<file path="config.mk">
export PLATFORM = sky130hd
export DESIGN_NAME = phy_tx_serializer
export DESIGN_NICKNAME = d
export VERILOG_FILES = /design/src/rtl/phy_tx_serializer.sv
export SDC_FILE = /design/constraint.sdc
export NUM_CORES = 1
export LEC_CHECK = 0
export CAP_MARGIN = 20
export CORE_UTILIZATION = 49
export CTS_CLUSTER_SIZE = 8
export DETAILED_ROUTE_END_ITERATION = 7
export PLACE_DENSITY = 0.74
export SETUP_SLACK_MARGIN = 0.1
export SYNTH_ARGS = -nofsm -noshare
export SYNTH_HDL_FRONTEND = slang
export SYNTH_SLANG_ARGS = --single-unit
export TNS_END_PERCENT = 30
</file>
<file path="constraint.sdc">
create_clock -name clk_32f -period 2 [get_ports clk_32f]
set_clock_uncertainty 0.15 [all_clocks]
set_input_delay 0.4 -clock clk_32f [delete_from_list [all_inputs] [get_ports clk_32f]]
set_output_delay 0.4 -clock clk_32f [all_outputs]
set_load 0.05 [all_outputs]
</file>
<file path="src/rtl/phy_tx_serializer.sv">
// phy_tx_serializer: byte-to-serial transmit stage (MSB-first, one bit per clk_32f).
// Sends a comma preamble after reset, then buffered data bytes or idle filler.
// Optional build macro PHY_TX_BYTECNT_EN adds the tx_bytes data-byte counter.
module phy_tx_serializer #(
    parameter int unsigned SYNC_COMMAS = 4,
    parameter logic [7:0]  COMMA       = 8'hBC,
    parameter logic [7:0]  IDLE        = 8'h7C
) (
    input  logic        clk_32f,
    input  logic        reset,
    input  logic [7:0]  data_in,
    input  logic        valid_in,
    output logic        ready_out,
    output logic        data_out,
    output logic        byte_start,
    output logic        sync_done
`ifdef PHY_TX_BYTECNT_EN
    ,
    output logic [15:0] tx_bytes
`endif
);

    localparam int unsigned BYTE_W      = 8;
    localparam int unsigned BIT_CNT_W   = 3;
    localparam int unsigned COMMA_CNT_W = 4;

    typedef enum logic {
        ST_SYNC = 1'b0,
        ST_DATA = 1'b1
    } state_t;

    state_t                   r_state;
    state_t                   w_state_nxt;
    logic [BYTE_W-1:0]        r_shreg;
    logic [BIT_CNT_W-1:0]     r_bitcnt;
    logic [COMMA_CNT_W-1:0]   r_commacnt;
    logic [BYTE_W-1:0]        r_hold;
    logic                     r_hold_full;
    logic                     r_sync_done;

    logic                     w_bnd;
    logic                     w_last_comma;
    logic                     w_comma_load;
    logic                     w_load_hold;
    logic                     w_ready;
    logic                     w_accept;
    logic [BYTE_W-1:0]        w_next_byte;

    assign w_bnd        = (r_bitcnt == BIT_CNT_W'(7));
    assign w_last_comma = (r_commacnt == COMMA_CNT_W'(SYNC_COMMAS - 1));
    // Async reset already clears every flop, so accept need not be gated by reset.
    assign w_accept     = valid_in && w_ready;

    // State register
    always_ff @(posedge clk_32f or negedge reset) begin
        if (!reset) begin
            r_state <= ST_SYNC;
        end else begin
            r_state <= w_state_nxt;
        end
    end

    // Next state: leave SYNC on the edge that loads the last preamble comma
    always_comb begin
        w_state_nxt = r_state;
        if (r_state == ST_SYNC && w_bnd && w_last_comma) begin
            w_state_nxt = ST_DATA;
        end
    end

    // Per-state outputs: byte to load at the boundary and buffer readiness
    always_comb begin
        w_next_byte  = COMMA;
        w_comma_load = 1'b0;
        w_load_hold  = 1'b0;
        w_ready      = !r_hold_full;
        case (r_state)
            ST_SYNC: begin
                w_next_byte  = COMMA;
                w_comma_load = w_bnd;
            end
            ST_DATA: begin
                w_next_byte = r_hold_full ? r_hold : IDLE;
                w_load_hold = w_bnd && r_hold_full;
                w_ready     = !r_hold_full || w_bnd;
            end
            default: begin
                w_next_byte = COMMA;
            end
        endcase
    end

    // Shift register and bit counter; reload at every byte boundary
    always_ff @(posedge clk_32f or negedge reset) begin
        if (!reset) begin
            r_shreg  <= '0;
            r_bitcnt <= BIT_CNT_W'(7);
        end else if (w_bnd) begin
            r_shreg  <= w_next_byte;
            r_bitcnt <= '0;
        end else begin
            r_shreg  <= {r_shreg[BYTE_W-2:0], 1'b0};
            r_bitcnt <= r_bitcnt + BIT_CNT_W'(1);
        end
    end

    // Preamble comma counter and sync flag
    always_ff @(posedge clk_32f or negedge reset) begin
        if (!reset) begin
            r_commacnt  <= '0;
            r_sync_done <= 1'b0;
        end else if (w_comma_load) begin
            r_commacnt <= r_commacnt + COMMA_CNT_W'(1);
            if (w_last_comma) begin
                r_sync_done <= 1'b1;
            end
        end
    end

    // One-entry holding buffer; a same-edge accept refills it as it drains
    always_ff @(posedge clk_32f or negedge reset) begin
        if (!reset) begin
            r_hold      <= '0;
            r_hold_full <= 1'b0;
        end else if (w_accept) begin
            r_hold      <= data_in;
            r_hold_full <= 1'b1;
        end else if (w_load_hold) begin
            r_hold_full <= 1'b0;
        end
    end

`ifdef PHY_TX_BYTECNT_EN
    localparam int unsigned BYTE_CNT_W = 16;
    logic [BYTE_CNT_W-1:0] r_tx_bytes;

    // Count data bytes moved from the buffer onto the line (wraps)
    always_ff @(posedge clk_32f or negedge reset) begin
        if (!reset) begin
            r_tx_bytes <= '0;
        end else if (w_load_hold) begin
            r_tx_bytes <= r_tx_bytes + BYTE_CNT_W'(1);
        end
    end

    assign tx_bytes = r_tx_bytes;
`endif

    assign data_out   = r_shreg[BYTE_W-1];
    assign byte_start = (r_bitcnt == '0) && reset;
    assign ready_out  = w_ready && reset;
    assign sync_done  = r_sync_done;

endmodule

</file>
---- After elaboration in Yosys (flattened, before gate mapping) ----
Index checks and enable logic that the tools add are counted.
W data, S select, Z words.
operators by class
  add/subtract/negate cells ............... 2
  equal/unequal tests ..................... 2
  muxes and demuxes ....................... 9
  bitwise logic cells ..................... 1
  reductions and logical operators ........ 11
operators by type and width
  cell                   count
  $mux W8                2
  $pmux W8 S2            1
  $logic_and A1 B1 Y1    6
  $mux W1                5
  $add A4 B1 Y4 const B  1
  $eq A4 B2 Y1 const B   1
  $add A3 B1 Y3 const B  1
  $eq A3 B3 Y1 const B   1
  $logic_not A3 Y1       1
  $mux W3                1
  $reduce_and A2 Y1      1
  $reduce_bool A2 Y1     1
  $logic_not A1 Y1       1
  $logic_or A1 B1 Y1     1
  $not A1 Y1             1
word-level totals
  register bits ........................... 26
  input port bits ......................... 11
  output and inout port bits .............. 4
  word-level logic and storage cells ...... 32

---- Longest topological paths before layout ----
  depth in word-level cells ............... 5
  gate-level depth with buffers ........... 6
  depth with buffers taken out ............ 5

---- Least setup slack after synthesis ----
Ideal clock, no wire load.
  path kind ............................... register to output
  start ................................... register r_bitcnt[0]
  end ..................................... output port ready_out
  data arrival time ....................... 1.256 ns
  data required time ...................... 1.450 ns
  path slack .............................. 0.194 ns
  cell stages (with the launch flop) ...... 5
  path buffers ............................ 0
  path through ............................ dfstp_2 -> ha_1 -> ha_1 -> a21boi_2 -> and2b_2
on the way
  longest elaborated chain between the ends .. 4
RTL lines
  element                 line  source
  start, declared         35    logic [BIT_CNT_W-1:0] r_bitcnt;
  start signal, assigned  103   r_bitcnt <= r_bitcnt + BIT_CNT_W'(1);
  $eq A3 B3 Y1            49    assign w_bnd = (r_bitcnt == BIT_CNT_W'(7));
  $logic_or A1 B1 Y1      85    w_ready = !r_hold_full || w_bnd;
  $mux W1                 77    case (r_state)
  $logic_and A1 B1 Y1     151   assign ready_out = w_ready && reset;
  end, declared           13    output logic ready_out,
Every way passes these cells.

---- Worst setup path in the final report ----
  start ................................... register r_bitcnt[1]
  end ..................................... output port ready_out
Same word-level chain as after synthesis.

==> results by group <==
Setup path
  • Crit path max-delay cell type: sky130_fd_sc_hd__dfstp_2
  • Arrival time reported for the critical path endpoint: around 1.6 ns
  • Crit path max fanout: 2
  • Crit end category: output port
  • Critical setup path kind: flop to output port
  • Cell occurring most often along the worst timing path: sky130_fd_sc_hd__ha_4
  • Crit-path cells: ha_4 -> ha_4 -> a21boi_2 -> and2b_2 -> buf_12
  • Worst path top cell family by delay: flip-flops
  • Total buffers and inverters traversed by the critical path: 1
  • Element type at the critical path start: flop
  • Setup slack of the worst register-to-register path: between 0.15 and 0.2 ns
  • Req. time, crit path: roughly 1.5 ns
  • Crit path largest cell delay: slightly below 0.6 ns

Clock tree
  • Number of H-tree levels: 1
  • Cts-stage hold buffer count: 0
  • Clock-pin slew of the registers on the worst-case setup and hold paths: between 0.1 and 0.15 ns
  • Clock Sink Count: 25
  • CTS tree: built
  • CTS Buf Count: 3
  • Number of buffers on the longest clock path: 2
  • Worst-Skew Late Latency: ~0.30 ns
  • Root cell of the clock tree: sky130_fd_sc_hd__clkbuf_4

Route
  • Mean number of vias per cell: 4.96
  • Violation count after the first detailed-route iteration: 3
  • Detailed-route via count: approximately 660
  • Drt total wl: 1670 um
  • DRC violations left: 0
  • First drt pass iteration count: 2
  • Number of antenna-violating nets in the routed design: 0
  • Post-DR wirelength/cell: approximately 13 um

STA
  • Max Clk Rate: around 470 MHz
  • Minimum clock period after layout: 2.12 ns
  • TNS Setup: -0.240 ns
  • Setup violators final: 2
  • Max-slew headroom: about two thirds
  • Final Hold Vio Count: 0
  • Final slew viol count: 0
  • Minimum setup slack in the final design: -0.124 ns
  • Crit share post-route: 106%
  • Final hold slack: roughly 0.33 ns
  • Unrepaired setup endpoints after global routing: true
  • Least-Margin Pin Slew: slightly below 0.5 ns

Synthesis
  • Per-instance average area after synthesis: 12.8 sq um
  • Yosys top cell by area: sky130_fd_sc_hd__dfrtp_1
  • Register bit total from synthesis: 25
  • Sequential fraction of the synthesis area: about three fifths
  • Summed instance area of the synthesized netlist: 1060 sq um
  • Warning count from the yosys run: 0
  • Top-area cell type share of the netlist area: 51.7%
  • Synthesized netlist net count: just under 100
  • Instance count of the mapped netlist: 83
  • Ranking of synthesized cells by area: sky130_fd_sc_hd__dfrtp_1 52%, sky130_fd_sc_hd__mux2_4 11%, sky130_fd_sc_hd__dfstp_2 7.4%, sky130_fd_sc_hd__ha_1 4.7%, sky130_fd_sc_hd__nor2_1 4.2%
  • Distinct cell type count of the synthesized netlist: 25

Power and ir drop
  • Power density normalized to cell area: between 600 and 700 nW/um^2
  • Worst voltage drop across the vdd grid: 0.491 mV
  • Pleak: ~0.65 nW

Flow run
  • Number of maximum-capacitance violations: 0

Outcome
  • Outcome: complete, but fails checks
  • Violations in the final reports: setup timing

Finish
  • Util after Layout: about 67%
  • Antenna diode count: 0
  • Highest-count cells in the layout ignoring fill and taps: 22 x sky130_fd_sc_hd__dfrtp_1, 12 x sky130_fd_sc_hd__nor2_1, 10 x sky130_fd_sc_hd__clkdlybuf4s50_1
  • Nets: ~120
  • Most common cell after layout, fill and taps aside: sky130_fd_sc_hd__dfrtp_1
  • Layout cell share with drive strength beyond 1: 31.4%
  • Area growth, synth to finish: 25.6%

Floorplanning
  • Floorplan die height: 48.6 um
  • Die boundary width: slightly below 50 um
  • Initial Utilization: 53.2%
  • Placement row count: 16
  • Core region area: between 2000 and 2500 sq um
  • Top-level I/O count: 15
  • Die area: between 2000 and 2500 sq um

Global route
  • Antenna violations before repair: 0
  • Number of global-route vias before repair: between 600 and 700
  • GR Util All Layers: between 10% and 20%
  • Maximum number of pins on one net before global-route repair: 19
  • Total congestion overflow: 0
  • Wire length of the first global-routing pass: around 3000 um

Worst hold path
  • Worst min path class: primary input to async pin

Placed design
  • Half-perimeter wire length after detailed placement: around 1200 um
  • Final GP Congestion: about 0.78
  • Count of input and output buffers: 14
-- layer usage --
| layer | wire length (um) | up-vias | share of wire (%) | global-route usage (%) |
|---|---|---|---|---|
| li1 | - | 320 | - | - |
| met1 | 816 | 326 | 49 | 22.8 |
| met2 | 811 | 9 | 48 | 27.1 |
| met3 | 45 | 0 | 2.7 | 4.40 |
| met4 | 0 | 0 | 0 | 5.88 |
| met5 | 0 | - | 0 | 0 |
-- cell usage after synthesis --
| master | n |
|---|---|
| sky130_fd_sc_hd__a21boi_2 | 1 |
| sky130_fd_sc_hd__a21oi_1 | 4 |
| sky130_fd_sc_hd__a31o_2 | 1 |
| sky130_fd_sc_hd__a31oi_1 | 1 |
| sky130_fd_sc_hd__and2b_2 | 2 |
| sky130_fd_sc_hd__and3b_1 | 1 |
| sky130_fd_sc_hd__buf_2 | 2 |
| sky130_fd_sc_hd__buf_6 | 1 |
| sky130_fd_sc_hd__dfrtp_1 | 22 |
| sky130_fd_sc_hd__dfstp_2 | 3 |
| sky130_fd_sc_hd__ha_1 | 4 |
| sky130_fd_sc_hd__inv_1 | 5 |
| sky130_fd_sc_hd__mux2_2 | 1 |
| sky130_fd_sc_hd__mux2_4 | 8 |
| sky130_fd_sc_hd__nand2_1 | 5 |
| sky130_fd_sc_hd__nand2b_4 | 1 |
| sky130_fd_sc_hd__nand4_1 | 1 |
| sky130_fd_sc_hd__nor2_1 | 12 |
| sky130_fd_sc_hd__nor2b_1 | 1 |
| sky130_fd_sc_hd__o211ai_1 | 1 |
| sky130_fd_sc_hd__o21ai_0 | 1 |
| sky130_fd_sc_hd__o22ai_1 | 1 |
| sky130_fd_sc_hd__or2_2 | 1 |
| sky130_fd_sc_hd__xnor2_1 | 2 |
| sky130_fd_sc_hd__xor2_1 | 1 |
-- final timing paths --
kind,startpoint,endpoint,cells after the start
worst max-delay path,r_bitcnt[1],ready_out,5
max in group asynchronous,reset,r_bitcnt[1],2
worst max register to register,r_bitcnt[1],r_hold[7],6
worst min register to register,r_commacnt[3],r_commacnt[3],1
min in group clk_32f,r_commacnt[3],r_commacnt[3],1
worst min-delay path,reset,r_hold_full,2
-- power breakdown --
group / switching [mW] / internal, mW
logic: 0.0534 / 0.0719
clock network: 0.139 / 0.0777
registers: 0.0195 / 0.548
-- layout make-up --
class / instances / area (sq um)
Clock buffer: 4 / 26.3
Fill cell: 150 / 664
Inverter: 5 / 18.8
Multi-Input combinational cell: 50 / 420
Sequential cell: 25 / 629
Tap cell: 27 / 33.8
Timing Repair Buffer: 21 / 209
-- repair_timing --
item / CTS / global route
endpoints found under the setup margin: 3 / 9
resized for setup: 5 / 0
buffers inserted: 3 / 1
pin swaps: 2 / 3
-- sequential cells by signal, indices dropped and copies added (netlist names) --
| signal | flops |
|---|---|
| r_hold | 8 |
| r_shreg | 8 |
| r_commacnt | 4 |
| r_bitcnt | 3 |
| r_hold_full | 1 |
| r_state | 1 |
-- metrics by stage --
step | setup WS (ns) | instance area (sq um) | std cells | power (mW)
3_5_place_dp | 0.129 | 1260 | 124 | 0.705
5_1_grt | -0.197 | 1340 | 132 | 0.953
3_3_place_gp | 0.160 | 1260 | 124 | 0.700
2_1_floorplan | 0.194 | 1060 | 83 | 0.650
4_1_cts | -0.151 | 1330 | 131 | 0.915
6_report | -0.124 | 1340 | 132 | 0.910
-- cells by family after synthesis --
group | after synthesis | share of synthesized area (%)
buffers and inverters | 8 | 3.76
multiplexers | 9 | 12.3
XOR/XNOR | 3 | 2.47
AO/OA/AOI/OAI | 10 | 6.11
flip-flops | 25 | 59.1
adder cells (fa/ha/maj) | 4 | 4.70
AND/OR/NAND/NOR | 24 | 11.5
No activity file was read; power rests on OpenSTA's default activity.
